File: src/rtl/seq_det_pkg.sv
`default_nettype none
// +------------------------------------------------------------------+
// | seq_det_pkg : shared types and constants for the run controller  |
// | Rev 1.0                                                          |
// +------------------------------------------------------------------+
package seq_det_pkg;

    localparam int DET_Z_W   = 2;
    localparam int NBITS_DEF = 8;
    localparam int CNT_W_DEF = 16;

    typedef enum logic [2:0] {
        ST_INIT   = 3'd0,
        ST_IDLE   = 3'd1,
        ST_SHIFT  = 3'd2,
        ST_WAIT   = 3'd3,
        ST_REPORT = 3'd4
    } state_t;

    function automatic logic is_hit(input logic [DET_Z_W-1:0] z);
        return z != '0;
    endfunction

endpackage
`default_nettype wire

File: src/rtl/seq_det_ctrl_hit_tracker.sv
`default_nettype none
// +------------------------------------------------------------------+
// | hit_tracker : per-word hit count and first-hit index             |
// | Rev 1.0                                                          |
// +------------------------------------------------------------------+
module hit_tracker
    import seq_det_pkg::*;
#(
    parameter int NBITS = NBITS_DEF
) (
    input  logic                         clk,
    input  logic                         rst,
    input  logic                         i_clr,
    input  logic                         i_sample,
    input  logic [$clog2(NBITS)-1:0]     i_idx,
    input  logic [DET_Z_W-1:0]           i_det_z,
    output logic [$clog2(NBITS+1)-1:0]   o_hits,
    output logic [$clog2(NBITS+1)-1:0]   o_hits_nxt,
    output logic                         o_first_vld,
    output logic [$clog2(NBITS)-1:0]     o_first
);

    localparam int HW = $clog2(NBITS+1);
    localparam int IW = $clog2(NBITS);

    logic          w_hit;
    logic [HW-1:0] r_hits;
    logic          r_first_vld;
    logic [IW-1:0] r_first;

    assign w_hit      = i_sample & is_hit(i_det_z);
    // Exposed so the running total can include the final sample in the same edge.
    assign o_hits_nxt = r_hits + HW'(w_hit);

    always_ff @(posedge clk or negedge rst) begin
        if (!rst) begin
            r_hits      <= '0;
            r_first_vld <= 1'b0;
            r_first     <= '0;
        end else if (i_clr) begin
            r_hits      <= '0;
            r_first_vld <= 1'b0;
            r_first     <= '0;
        end else begin
            r_hits <= o_hits_nxt;
            if (w_hit && !r_first_vld) begin
                r_first_vld <= 1'b1;
                r_first     <= i_idx;
            end
        end
    end

    assign o_hits      = r_hits;
    assign o_first_vld = r_first_vld;
    assign o_first     = r_first;

endmodule
`default_nettype wire

File: src/rtl/seq_det_ctrl.sv
`default_nettype none
// +------------------------------------------------------------------+
// | seq_det_ctrl : word-level serializer/controller for seq_det      |
// | Rev 1.0                                                          |
// +------------------------------------------------------------------+
module seq_det_ctrl
    import seq_det_pkg::*;
#(
    parameter int NBITS = NBITS_DEF,
    parameter int CNT_W = CNT_W_DEF
) (
    input  logic                         clk,
    input  logic                         rst,
    input  logic                         in_valid,
    output logic                         in_ready,
    input  logic [NBITS-1:0]             in_data,
    output logic                         det_w,
    output logic                         det_rst,
    input  logic [DET_Z_W-1:0]           det_z,
    output logic                         res_valid,
    input  logic                         res_ready,
    output logic [$clog2(NBITS+1)-1:0]   res_hits,
    output logic                         res_first_vld,
    output logic [$clog2(NBITS)-1:0]     res_first,
    input  logic                         stat_clr,
    output logic [CNT_W-1:0]             total_hits
);

    localparam int HW = $clog2(NBITS+1);
    localparam int IW = $clog2(NBITS);
    localparam int SW = ((CNT_W > HW) ? CNT_W : HW) + 1;
    localparam logic [SW-1:0] c_cnt_max = {{(SW-CNT_W){1'b0}}, {CNT_W{1'b1}}};

    state_t            r_state, w_state_nxt;
    logic [NBITS-1:0]  r_shift;
    logic [IW-1:0]     r_idx;
    logic              r_det_rst;
    logic [CNT_W-1:0]  r_total;
    logic              w_accept;
    logic              w_sample;
    logic [IW-1:0]     w_sidx;
    logic [HW-1:0]     w_hits_nxt;
    logic [SW-1:0]     w_sum;

    always_ff @(posedge clk or negedge rst) begin
        if (!rst) r_state <= ST_INIT;
        else      r_state <= w_state_nxt;
    end

    always_comb begin
        w_state_nxt = r_state;
        w_accept    = 1'b0;
        w_sample    = 1'b0;
        w_sidx      = '0;
        case (r_state)
            ST_INIT:   w_state_nxt = ST_IDLE;
            ST_IDLE: begin
                if (in_valid) begin
                    w_accept    = 1'b1;
                    w_state_nxt = ST_SHIFT;
                end
            end
            ST_SHIFT: begin
                // det_z lags one cycle behind det_w: this cycle reports the previous bit
                w_sample = (r_idx != '0);
                w_sidx   = r_idx - IW'(1);
                if (r_idx == IW'(NBITS-1)) w_state_nxt = ST_WAIT;
            end
            ST_WAIT: begin
                w_sample    = 1'b1;
                w_sidx      = IW'(NBITS-1);
                w_state_nxt = ST_REPORT;
            end
            ST_REPORT: if (res_ready) w_state_nxt = ST_IDLE;
            default:   w_state_nxt = ST_INIT;
        endcase
    end

    always_ff @(posedge clk or negedge rst) begin
        if (!rst) begin
            r_shift   <= '0;
            r_idx     <= '0;
            r_det_rst <= 1'b1;
        end else begin
            r_det_rst <= !(w_state_nxt == ST_SHIFT || w_state_nxt == ST_WAIT);
            if (w_accept) begin
                r_shift <= in_data;
                r_idx   <= '0;
            end else if (r_state == ST_SHIFT) begin
                r_shift <= {r_shift[NBITS-2:0], 1'b0};
                r_idx   <= r_idx + IW'(1);
            end
        end
    end

    hit_tracker #(
        .NBITS (NBITS)
    ) u_hit_tracker (
        .clk         (clk),
        .rst         (rst),
        .i_clr       (w_accept),
        .i_sample    (w_sample),
        .i_idx       (w_sidx),
        .i_det_z     (det_z),
        .o_hits      (res_hits),
        .o_hits_nxt  (w_hits_nxt),
        .o_first_vld (res_first_vld),
        .o_first     (res_first)
    );

    assign w_sum = SW'(r_total) + SW'(w_hits_nxt);

    // WAIT always leads to REPORT, so updating on the WAIT edge is the REPORT-entry update.
    always_ff @(posedge clk or negedge rst) begin
        if (!rst)
            r_total <= '0;
        else if (stat_clr)
            r_total <= '0;
        else if (r_state == ST_WAIT)
            r_total <= (w_sum > c_cnt_max) ? {CNT_W{1'b1}} : w_sum[CNT_W-1:0];
    end

    assign in_ready   = (r_state == ST_IDLE);
    assign res_valid  = (r_state == ST_REPORT);
    assign det_w      = (r_state == ST_SHIFT) & r_shift[NBITS-1];
    assign det_rst    = r_det_rst;
    assign total_hits = r_total;

endmodule
`default_nettype wire

File: config.mk
export PLATFORM = sky130hd
export DESIGN_NAME = seq_det_ctrl
export DESIGN_NICKNAME = d
export VERILOG_FILES = /design/src/rtl/seq_det_pkg.sv /design/src/rtl/seq_det_ctrl_hit_tracker.sv /design/src/rtl/seq_det_ctrl.sv
export SDC_FILE = /design/constraint.sdc
export NUM_CORES = 1
export LEC_CHECK = 0
export CORE_ASPECT_RATIO = 1.25
export CORE_MARGIN = 2
export CORE_UTILIZATION = 40
export DETAILED_ROUTE_END_ITERATION = 12
export GPL_TIMING_DRIVEN = 0
export SLEW_MARGIN = 20
export SYNTH_ARGS = -nofsm -noshare
export SYNTH_HDL_FRONTEND = slang
export SYNTH_HIERARCHICAL = 1
export SYNTH_SLANG_ARGS = --single-unit
File: constraint.sdc
create_clock -name clk -period 4.3 [get_ports clk]
set_clock_uncertainty 0.2 [all_clocks]
set_input_delay 1.29 -clock clk [delete_from_list [all_inputs] [get_ports clk]]
set_output_delay 1.29 -clock clk [all_outputs]
set_load 0.03 [all_outputs]
---- Yosys cells after proc, flatten, opt, wreduce, memory -nomap -nowiden ----
Index checks and enable logic that the tools add are counted.
Widths: inputs -> output; s select.
word-level totals
  flip-flop bits (word level) ............. 39
  input bits .............................. 15
  output and inout port bits .............. 28
  logic and storage cells ................. 52
operators by class
  add/sub/neg operators ................... 4
  $lt $le $gt $ge ......................... 1
  equality and inequality tests ........... 7
  multiplexer cells ....................... 20
  bitwise gates (word level) .............. 2
  reductions and logical operators ........ 10
operators with widths
  cell                  count
  $mux 16               3
  $mux 3                7
  $add 16x4->17         1
  $gt 17x16->1 const B  1
  $mux 8                2
  $pmux 3 s5            1
  $eq 3x2->1 const B    4
  $reduce_bool 2->1     4
  $eq 3x3->1 const B    2
  $pmux 3 s2            1
  $add 4x1->4           1
  $mux 1                4
  $mux 4                1
  $add 3x1->3 const B   1
  $eq 3x1->1 const B    1
  $logic_not 3->1       1
  $reduce_bool 3->1     1
  $sub 3x1->3 const B   1
  $and 1x1->1           2
  $logic_not 1->1       2
  $pmux 1 s2            1
  $logic_and 1x1->1     1
  $logic_or 1x1->1      1

---- Depth between registers and ports, before layout ----
Gate-level depths: netlist (run 1).
  depth after elaboration ................. 9
  gate-level depth with buffers ........... 15
  gate-level depth less buffers ........... 14

---- Hierarchy ----
Netlist (run 1), hierarchy kept.
modules (own cells, without submodules)
  module        times used  cells each  area each (um^2)  sequential area each (um^2)
  seq_det_ctrl  1           190         1,771.7           777.0
  hit_tracker   1           30          359.1             200.2

---- Worst setup path after synthesis (run 1) ----
Ideal clock, no wire load.
  kind .................................... input to register
  start point ............................. in det_z[1]
  end point ............................... reg r_total[5] (netlist: total_hits[5])
  setup time .............................. 0.141 ns
  arrival time ............................ 3.481 ns
  data required time ...................... 3.959 ns
  path slack .............................. 0.479 ns
  cell stages on the path ................. 12
  buffers on the path ..................... 1
  cell sequence ........................... o21ai_2 > inv_2 > ha_1 > ha_1 > xor2_1 > ha_1 > buf_2 > and2b_1 > o21bai_4 > and3b_2 > nor4_1 > a2111oi_2
between the ends
  cells in the longest elaborated chain, start to end .. 8
ends and longest elaborated chain
  what                    RTL line                        RTL
  start: declaration      seq_det_ctrl.sv:19              input logic [DET_Z_W-1:0] det_z,
  $reduce_bool 2->1 (*)   seq_det_pkg.sv:21               return z != '0;
  $and 1x1->1 (*)         seq_det_ctrl_hit_tracker.sv:31  assign w_hit = i_sample & is_hit(i_det_z);
  $add 4x1->4 (*)         seq_det_ctrl_hit_tracker.sv:33  assign o_hits_nxt = r_hits + HW'(w_hit);
  via w_hits_nxt[2]       seq_det_ctrl.sv:42              logic [HW-1:0] w_hits_nxt;
  $add 16x4->17 (*)       seq_det_ctrl.sv:111             assign w_sum = SW'(r_total) + SW'(w_hits_nxt);
  $gt 17x16->1            seq_det_ctrl.sv:120             r_total <= (w_sum > c_cnt_max) ? {CNT_W{1'b1}} : w_sum[CNT_W-1:0];
  $mux 16 (*)             seq_det_ctrl.sv:120
  $mux 16 (*)             seq_det_ctrl.sv:119             else if (r_state == ST_WAIT)
  $mux 16 (*)             seq_det_ctrl.sv:117             else if (stat_clr)
  end signal: assignment  seq_det_ctrl.sv:120
  end: declaration        seq_det_ctrl.sv:38              logic [CNT_W-1:0] r_total;
The timed path passes the listed nets; every way through them passes the cells marked *. The select of a mux whose other input is x is not followed.
A chain may end at the register's enable or synchronous reset.

---- Final worst setup path (run 1) ----
  start point ............................. in det_z[0]
  end point ............................... reg r_total[11] (netlist: total_hits[11])
The elaborated chain is that of the path after synthesis.

==> results.json, run 1 <==
{
  "status": "finished clean",
  "grt_max_degree": 26,
  "core_um2": 5120,
  "rows": 29,
  "track_usage_pct": 16.4,
  "place.gp.congestion": 0.830,
  "port_buffers": 42,
  "placed_cell_area_um2": 2640,
  "clk_latency_ns": 0.29,
  "syn-num-nets": 246,
  "postLayoutCellArea_um2": 2760,
  "initial_core_util_pct": 41.6,
  "ioPinCount": 43,
  "tightest_slew_ns": 0.501,
  "antenna_found_initial": 0,
  "drive_above_1_share_pct": 11.7,
  "fin_util_pct": 54.0,
  "final_cell_mix": "41 x clkdlybuf4s50_1, 38 x dfrtp_1, 23 x nand2_1, 17 x a21oi_1, 16 x nor2_1",
  "setup_viol": 0,
  "ff_latch_area_um2": 977,
  "ctsLongestPathBuffers": 2,
  "drv_slew": 0,
  "fillers": 502,
  "ys.flop_type": "dfrtp_1",
  "dp_hpwl_mm": 3.42,
  "vias_per_cell": 5.36,
  "period_minus_slack_ns": 4.15,
  "synth_edf_count": 0,
  "cts_tree": "built",
  "cts_sinks": 39,
  "r2r_setup_slack_ns": 0.69,
  "ir_drop_mv": 0.388,
  "ys_warn_count": 6,
  "netlist_area_um2": 2130,
  "nets": 298,
  "wirelength_mm": 4.64,
  "hold_path_class": "register to register",
  "cp-start-kind": "primary input",
  "crit_required_ns": 4.25,
  "max_cap_viol_count": 0,
  "p_leak_nw": 1.22,
  "min_period_over_period_pct": 96.5,
  "fmax_mhz": 241,
  "async_flop_share_pct": 100,
  "finalNonFillerCells": 335,
  "hold_violations": 0,
  "synthToLayoutAreaGrowth_pct": 29.7,
  "synth.ff_latch_count": 39,
  "cts_buffers": 5,
  "holdBufCountCts": 0,
  "clkTransAtPathRegs_ns": 0.07,
  "dp_cells": 325,
  "clockRootBuffer": "clkbuf_8",
  "drtIter0Drc": 32,
  "multi_input_area_um2": 1080,
  "final_common_cell": "clkdlybuf4s50_1",
  "drtAntennaViolNets": 0,
  "num_vias": 1797,
  "synth_cells": 220,
  "slew_headroom_pct": 66.6,
  "critPathArrivalTime_ns": 4.10,
  "p_per_area_nw_per_um2": 520,
  "antennaDiodeCount": 0,
  "end_kind": "register",
  "power.total_mw": 1.44,
  "overflow": 0,
  "synth_cell_type_count": 53,
  "die_y_um": 85.6,
  "post_drt_wl_per_cell_um": 13.8,
  "yosysSeqAreaShare_pct": 45.9,
  "crit_type": "primary input to register",
  "grt_pass1_vias": 1760,
  "cts_max_level": 2,
  "drt_first_pass_iters": 4,
  "die_w_um": 69.3,
  "drc": 0,
  "syn_area_per_cell_um2": 9.69,
  "dieArea_um2": 5930,
  "critical_path.max_fanout": 7,
  "grt_pass1_wl_mm": 7.94
}
## cells in the mapped netlist, drive strengths merged, types with 6 or more instances
library cell,count,area [µm²]
nor2,17,66.3
ha,10,125
nand2,23,86.3
a22oi,7,52.6
a21oi,17,85.1
inv,12,45.0
o21ai,10,53.8
a31oi,6,37.5
dfrtp,38,951
nor3,11,60.1
## where the power goes
group / total (mW) / switching (mW) / internal (mW) / leakage, nW
sequential: 0.544 / 0.0752 / 0.468 / 0.519
combinational: 0.637 / 0.375 / 0.262 / 0.656
clock: 0.256 / 0.127 / 0.129 / 0.0482
## critical path, cell delays in order
cell,delay (ns)
clkdlybuf4s50_1,0.41
o21ai_2,0.19
inv_2,0.09
ha_1,0.22
ha_1,0.20
xor2_1,0.17
ha_1,0.27
buf_2,0.16
and2b_2,0.24
o21bai_4,0.20
and3b_2,0.28
nor4bb_2,0.30
nor3_1,0.08
## stage by stage
stage	worst slack (ns)	hold WS, ns	setup TNS, ns
global placement	-0.183	0.257	-1.56
detailed placement	-0.181	0.262	-1.58
CTS	0.0926	0.281	0
floorplan	0.479	0.238	0
finish	0.150	0.275	0
global route	-0.0133	0.306	-0.0133
## worst paths after layout
check | from | endpoint | cells past startpoint
max reg2reg | r_state[2] | total_hits[11] | 15
min reg2reg | r_shift[7] | r_shift[7] | 2
min in group asynchronous | rst | total_hits[14] | 1
max in group asynchronous | rst | u_hit_tracker/o_first_vld | 2
min | r_shift[7] | r_shift[7] | 2
max | det_z[0] | total_hits[11] | 13
## cell type report
cell class                 count  share of cell area, %
buffer                         9                   1.45
clock buffer                   7                   3.12
clock inverter                 1                  0.181
inverter                      12                   1.63
multi-input combinational    160                   39.2
sequential                    39                   35.4
tap                           62                   2.81
timing repair buffer          45                   16.3
## kinds of logic after synthesis
| group | synth area share [%] |
|---|---|
| and+or+nand+nor | 20.9 |
| xor gates and xnor gates | 2.82 |
| buffers and inverters | 3.99 |
| AOI/OAI and AO/OA | 19.6 |
| adders and majority gates | 6.81 |
| DFF | 45.9 |
## repair_timing
action                                 4_1_cts  5_1_grt
buffers inserted                             0        2
gates resized for setup                      0        3
endpoints found under the hold margin        0        0
setup endpoints to repair                    0        5
## per-layer routing
| metal | wire length, µm | track usage, % | vias to the layer above |
|---|---|---|---|
| li1 | - | - | 890 |
| met1 | 2060 | 19.3 | 866 |
| met2 | 2350 | 29.4 | 36 |
| met3 | 162 | 3.76 | 5 |
| met4 | 64 | 5.53 | 0 |
| met5 | 0 | 0 | - |
## registers in the layout, summed over array words and instances, names as in the netlist
name	cells
det_rst	1
r_idx	3
r_shift	8
r_state	3
total_hits	16
u_hit_tracker/o_first	3
u_hit_tracker/o_first_vld	1
u_hit_tracker/o_hits	4
No activity file was read; power rests on OpenSTA's default activity.
==> run 2, diff against run 1 <==
--- a/config.mk
+++ b/config.mk
@@ -5,6 +5,7 @@
 export SDC_FILE = /design/constraint.sdc
 export NUM_CORES = 1
 export LEC_CHECK = 0
+export ABC_AREA = 1
 export CORE_ASPECT_RATIO = 1.25
 export CORE_MARGIN = 2
 export CORE_UTILIZATION = 40
==> constraint.sdc (replaced) <==
create_clock -name clk -period 5.35 [get_ports clk]
set_clock_uncertainty 0.2 [all_clocks]
set_input_delay 1.605 -clock clk [delete_from_list [all_inputs] [get_ports clk]]
set_output_delay 1.605 -clock clk [all_outputs]
set_load 0.03 [all_outputs]
==> results.json, run 2 <==
{
  "reg2reg_from": "r_idx[0]",
  "cts_max_level": 2,
  "grt_max_degree": 24,
  "syn-num-nets": 336,
  "r2r_end": "total_hits[5]",
  "crit_required_ns": 5.38,
  "min_path_cells": 2,
  "synth_cell_type_count": 35,
  "fillers": 595,
  "period_minus_slack_ns": 4.11,
  "critPathArrivalTime_ns": 4.14,
  "dp_hpwl_mm": 4.03,
  "clk_latency_ns": 0.29,
  "drc": 0,
  "cp-start-kind": "primary input",
  "syn_area_per_cell_um2": 7.73,
  "drtIter0Drc": 83,
  "drtAntennaViolNets": 0,
  "drv_slew": 0,
  "cts_resized": 0,
  "ioPinCount": 43,
  "r2r_setup_slack_ns": 2.15,
  "p_leak_nw": 1.50,
  "yosysSeqAreaShare_pct": 40.8,
  "synth_cells": 310,
  "pwr-share-comb_pct": 40.5,
  "place_ws_ns": 0.948,
  "min_from": "total_hits[2]",
  "die_y_um": 90.5,
  "ctsLongestPathBuffers": 2,
  "synth_edf_count": 0,
  "ys_warn_count": 6,
  "track_usage_pct": 18.2,
  "place.gp.congestion": 0.866,
  "die_w_um": 73.2,
  "final_common_cell": "nand2_1",
  "initial_core_util_pct": 41.4,
  "nets": 386,
  "switchingPower_mw": 0.441,
  "antenna_found_initial": 0,
  "max_cap_viol_count": 0,
  "largest_reg_flops": 16,
  "synth_commonest_cells": "93 x nand2_1, 46 x inv_1, 38 x dfrtp_1",
  "synth_most_common_cell": "nand2_1",
  "rows": 31,
  "holdBufCountCts": 0,
  "slew_headroom_pct": 61.8,
  "clockRootBuffer": "clkbuf_8",
  "drive_above_1_share_pct": 10.5,
  "dp_cells": 419,
  "min_period_over_period_pct": 76.8,
  "synth_area_leaders": "dfrtp_1 40%, nand2_1 15%, inv_1 7.2%",
  "p_clk_share_pct": 24.8,
  "min_to": "total_hits[2]",
  "rsz0062_at_grt": "no",
  "finalSetupTns_ns": 0,
  "tightest_slew_ns": 0.574,
  "hold_path_class": "register to register",
  "fin_ws_ns": 1.24,
  "final_cell_mix": "93 x nand2_1, 46 x inv_1, 41 x clkdlybuf4s50_1, 38 x dfrtp_1, 29 x nand3_1",
  "internal-power_mw": 0.736,
  "finalNonFillerCells": 427,
  "cts_buffers": 5,
  "reg2reg_depth": 18,
  "post_drt_wl_per_cell_um": 12.6,
  "vias_per_cell": 4.97,
  "core_um2": 5780,
  "end_kind": "register",
  "grt_pass1_wl_mm": 9.57,
  "ys.flop_type": "dfrtp_1",
  "fmax_mhz": 244,
  "async_flop_share_pct": 100,
  "crit_type": "primary input to register",
  "port_buffers": 42,
  "cts_sinks": 39,
  "clkTransAtPathRegs_ns": 0.08,
  "yosysTopAreaCellShare_pct": 39.7,
  "num_vias": 2121,
  "drt_first_pass_iters": 4,
  "wirelength_mm": 5.39,
  "cts_tree": "built",
  "status": "finished clean",
  "synthToLayoutAreaGrowth_pct": 27.2,
  "dieArea_um2": 6630,
  "hold_violations": 0,
  "synth.ff_latch_count": 39,
  "overflow": 0,
  "p_per_area_nw_per_um2": 387,
  "antennaDiodeCount": 0,
  "netlist_area_um2": 2390,
  "critical_path.max_fanout": 10,
  "grt_pass1_vias": 2076,
  "ir_drop_mv": 0.121,
  "post_cts_buffers": 0,
  "setup_viol": 0,
  "p_sw_share_pct": 37.4,
  "synth_top_cell_by_area": "dfrtp_1",
  "seqPwrFrac_pct": 34.8
}
[run 2: cell type report]
cell class / count / area [µm²] / area share (%)
tap: 66 / 82.6 / 2.71
buffer: 3 / 26.3 / 0.863
clock inverter: 2 / 60.1 / 1.97
clock buffer: 6 / 72.6 / 2.38
timing repair buffer: 43 / 435 / 14.3
sequential: 39 / 977 / 32.1
multi-input combinational: 218 / 1200 / 39.5
inverter: 50 / 188 / 6.16
[run 2: cell families (layout without fill, tap and decap cells)]
kind of cell    Yosys count  after routing  synth area share (%)
flops                    39             39                  40.8
buf+inv                  53            104                  8.93
compound gates           31             31                  8.46
fa+ha+maj                11             11                  6.06
simple gates            173            173                  34.6
xor+xnor                  3              3                  1.10
[run 2: power groups by stage]
stage / Combinational [mW] / Sequential [mW] / Clock (mW)
after CTS: 0.483 / 0.410 / 0.301
after detailed placement: 0.482 / 0.415 / 0
after floorplan: 0.276 / 0.463 / 0
final: 0.476 / 0.409 / 0.292
after global placement: 0.476 / 0.414 / 0
after global routing: 0.539 / 0.418 / 0.314
[run 2: worst max-delay path, cell delays in order]
cell	delay [ns]
clkdlybuf4s50_1	0.42
nor2_1	0.19
nor2_4	0.06
ha_1	0.22
ha_1	0.33
inv_1	0.07
fa_1	0.42
inv_1	0.09
nand3_1	0.08
nand2_2	0.12
nand2_2	0.07
inv_1	0.11
nand2_4	0.12
nand3_1	0.12
nand2_1	0.06
nand2_1	0.05
[run 2: routing by layer]
metal / share of wire (%) / global-route usage (%)
met5: 0 / 0
met4: 1.3 / 5.86
met3: 3.8 / 3.46
met2: 48 / 29.5
met1: 47 / 24.2
[run 2: how the worst max path moves through the flow]
| stage | slack [ns] | startpoint | endpoint |
|---|---|---|---|
| detailed placement | 0.95 | det_z[1] | total_hits[5] |
| finish | 1.24 | det_z[1] | total_hits[8] |
| floorplan | 1.62 | det_z[1] | total_hits[5] |
| global placement | 0.96 | det_z[1] | total_hits[1] |
| CTS | 1.24 | det_z[1] | total_hits[5] |
| global route | 1.01 | det_z[0] | total_hits[5] |
[run 2: stage by stage]
stage	hold WS [ns]	total power, mW	utilization, %	instance area, µm²
global route	0.352	1.27	52.7	3050
global placement	0.296	0.890	50.1	2900
CTS	0.320	1.19	52.7	3050
finish	0.318	1.18	52.7	3050
detailed placement	0.301	0.897	50.4	2910
floorplan	0.304	0.739	-	2390
==> run 3, diff against run 2 <==
--- a/config.mk
+++ b/config.mk
@@ -11,6 +11,7 @@
 export CORE_UTILIZATION = 40
 export DETAILED_ROUTE_END_ITERATION = 12
 export GPL_TIMING_DRIVEN = 0
+export PLACE_DENSITY = 0.66
 export SLEW_MARGIN = 20
 export SYNTH_ARGS = -nofsm -noshare
 export SYNTH_HDL_FRONTEND = slang
==> constraint.sdc (replaced) <==
create_clock -name clk -period 3.3 [get_ports clk]
set_clock_uncertainty 0.2 [all_clocks]
set_input_delay 0.99 -clock clk [delete_from_list [all_inputs] [get_ports clk]]
set_output_delay 0.99 -clock clk [all_outputs]
set_load 0.03 [all_outputs]
==> results.json, run 3 (synthesized netlist as in run 2, its figures left out) <==
{
  "status": "finished clean",
  "setup_viol": 0,
  "cts_tree": "built",
  "cts_max_level": 2,
  "place_ws_ns": -0.504,
  "top_layer_used": "met4",
  "min_period_over_period_pct": 95.6,
  "core_um2": 5780,
  "largest_reg_flops": 16,
  "ir_drop_mv": 0.269,
  "track_usage_pct": 18.1,
  "initial_core_util_pct": 41.4,
  "grt_pass1_wl_mm": 9.61,
  "ioPinCount": 43,
  "critPathArrivalTime_ns": 1.97,
  "antenna_found_initial": 0,
  "fillers": 531,
  "die_w_um": 73.2,
  "nets": 390,
  "critical_path.cell_chain": "inv_2 > nand2_4 > inv_1 > nand2_2 > nor2_1 > clkdlybuf4s50_1",
  "clkTransAtPathRegs_ns": 0.08,
  "overflow": 0,
  "end_kind": "output pin",
  "path_buf_inv": 3,
  "hold_path_class": "register to register",
  "finalNonFillerCells": 431,
  "wl_met2_mm": 2.91,
  "critPathSlowestCell": "clkdlybuf4s50_1",
  "hold_violations": 0,
  "reg2reg_depth": 18,
  "final_common_cell": "nand2_1",
  "drtAntennaViolNets": 0,
  "final_cell_mix": "92 x nand2_1, 44 x inv_1, 39 x clkdlybuf4s50_1, 38 x dfrtp_1, 28 x nand3_1",
  "crit_type": "register to output pin",
  "r2r_end": "total_hits[7]",
  "drive_above_1_share_pct": 15.6,
  "port_buffers": 42,
  "fin_util_pct": 54.8,
  "crit_required_ns": 2.11,
  "clockRootBuffer": "clkbuf_8",
  "dp_cells": 419,
  "grt_pass1_vias": 2096,
  "ctsLongestPathBuffers": 2,
  "cp_top_family": "buffers and inverters",
  "place.gp.congestion": 0.906,
  "period_minus_slack_ns": 3.16,
  "cts_buffers": 5,
  "wirelength_mm": 5.76,
  "reg2reg_from": "r_idx[0]",
  "dp_hpwl_mm": 4.07,
  "p_leak_nw": 1.53,
  "synthToLayoutAreaGrowth_pct": 32.3,
  "num_vias": 2176,
  "slew_headroom_pct": 60.7,
  "slowest_delay_ns": 0.67,
  "min_from": "u_hit_tracker/o_first[1]",
  "p_per_area_nw_per_um2": 600,
  "antennaDiodeCount": 0,
  "tightest_slew_ns": 0.589,
  "min_path_cells": 2,
  "rsz0062_at_grt": "no",
  "finalSetupTns_ns": 0,
  "cts_sinks": 39,
  "drc": 0,
  "rows": 31,
  "wl_met3_um": 223,
  "max_cap_viol_count": 0,
  "drt_first_pass_iters": 4,
  "drtIter0Drc": 121,
  "post_drt_wl_per_cell_um": 13.4,
  "die_y_um": 90.5,
  "clk_latency_ns": 0.30,
  "dieArea_um2": 6630,
  "vias_per_cell": 5.05,
  "min_to": "u_hit_tracker/o_first[1]",
  "r2r_setup_slack_ns": 0.31,
  "critical_path.max_fanout": 9,
  "grt_max_degree": 23,
  "fmax_mhz": 317,
  "cp-start-kind": "register",
  "drv_slew": 0,
  "holdWs_ns": 0.325,
  "fin_ws_ns": 0.145,
  "wl_met1_mm": 2.54
}
## run 3: power by group
part | internal [mW] | switching (mW) | total, mW
clock | 0.225 | 0.184 | 0.409
combinational | 0.323 | 0.499 | 0.822
sequential | 0.601 | 0.0697 | 0.671
total | 1.15 | 0.752 | 1.90
## run 3: worst register-to-register path, cell delays in order (launching register included)
cell and delay (ns):
dfrtp_1 0.36, inv_1 0.08, ha_1 0.20, a31oi_1 0.24
inv_1 0.11, nor2_4 0.14, ha_4 0.17, ha_4 0.11
inv_1 0.04, or2_4 0.23, nand2_2 0.08, ha_4 0.22
or2_4 0.24, nand3_1 0.10, nand2_2 0.10, inv_1 0.10
o21ai_2 0.05, nand2_1 0.05, nand2_1 0.05
## run 3: metrics by stage
step	instance area, µm²	power, mW
after floorplan	2390	1.20
after global placement	2900	1.44
after detailed placement	2920	1.46
after CTS	3080	1.89
after global routing	3170	2.04
final	3170	1.90
## run 3: area by class of cell
type                       instances  area, µm²  share of cell area [%]
buffer                             3       26.3                   0.829
clock buffer                       5       68.8                    2.17
clock inverter                     3       43.8                    1.38
inverter                          50        188                    5.92
multi-input combinational        219       1310                    41.4
sequential                        39        977                    30.8
tap                               66       82.6                    2.61
timing repair buffer              46        470                    14.8
## run 3: worst max path at each step
stage,from,endpoint,cells after the start
detailed placement,det_z[1],total_hits[1],16
global placement,det_z[1],total_hits[1],16
global route,r_state[2],det_w,6
floorplan,det_z[1],total_hits[5],15
CTS,det_z[0],total_hits[5],16
finish,r_state[2],det_w,6
## run 3: what timing repair did
action                     4_1_cts  5_1_grt
setup endpoints to repair       16       16
pin swaps                        2        6
buffers inserted                 0        3
hold buffers                     0        0
gates resized for setup          8       14
gates cloned                     0        1
## run 3: per-layer routing
metal | vias to the layer above | track usage, %
met1 | 1027 | 23.3
li1 | 1102 | -
met3 | 9 | 3.13
met5 | - | 0
met2 | 38 | 30.2
met4 | 0 | 6.17
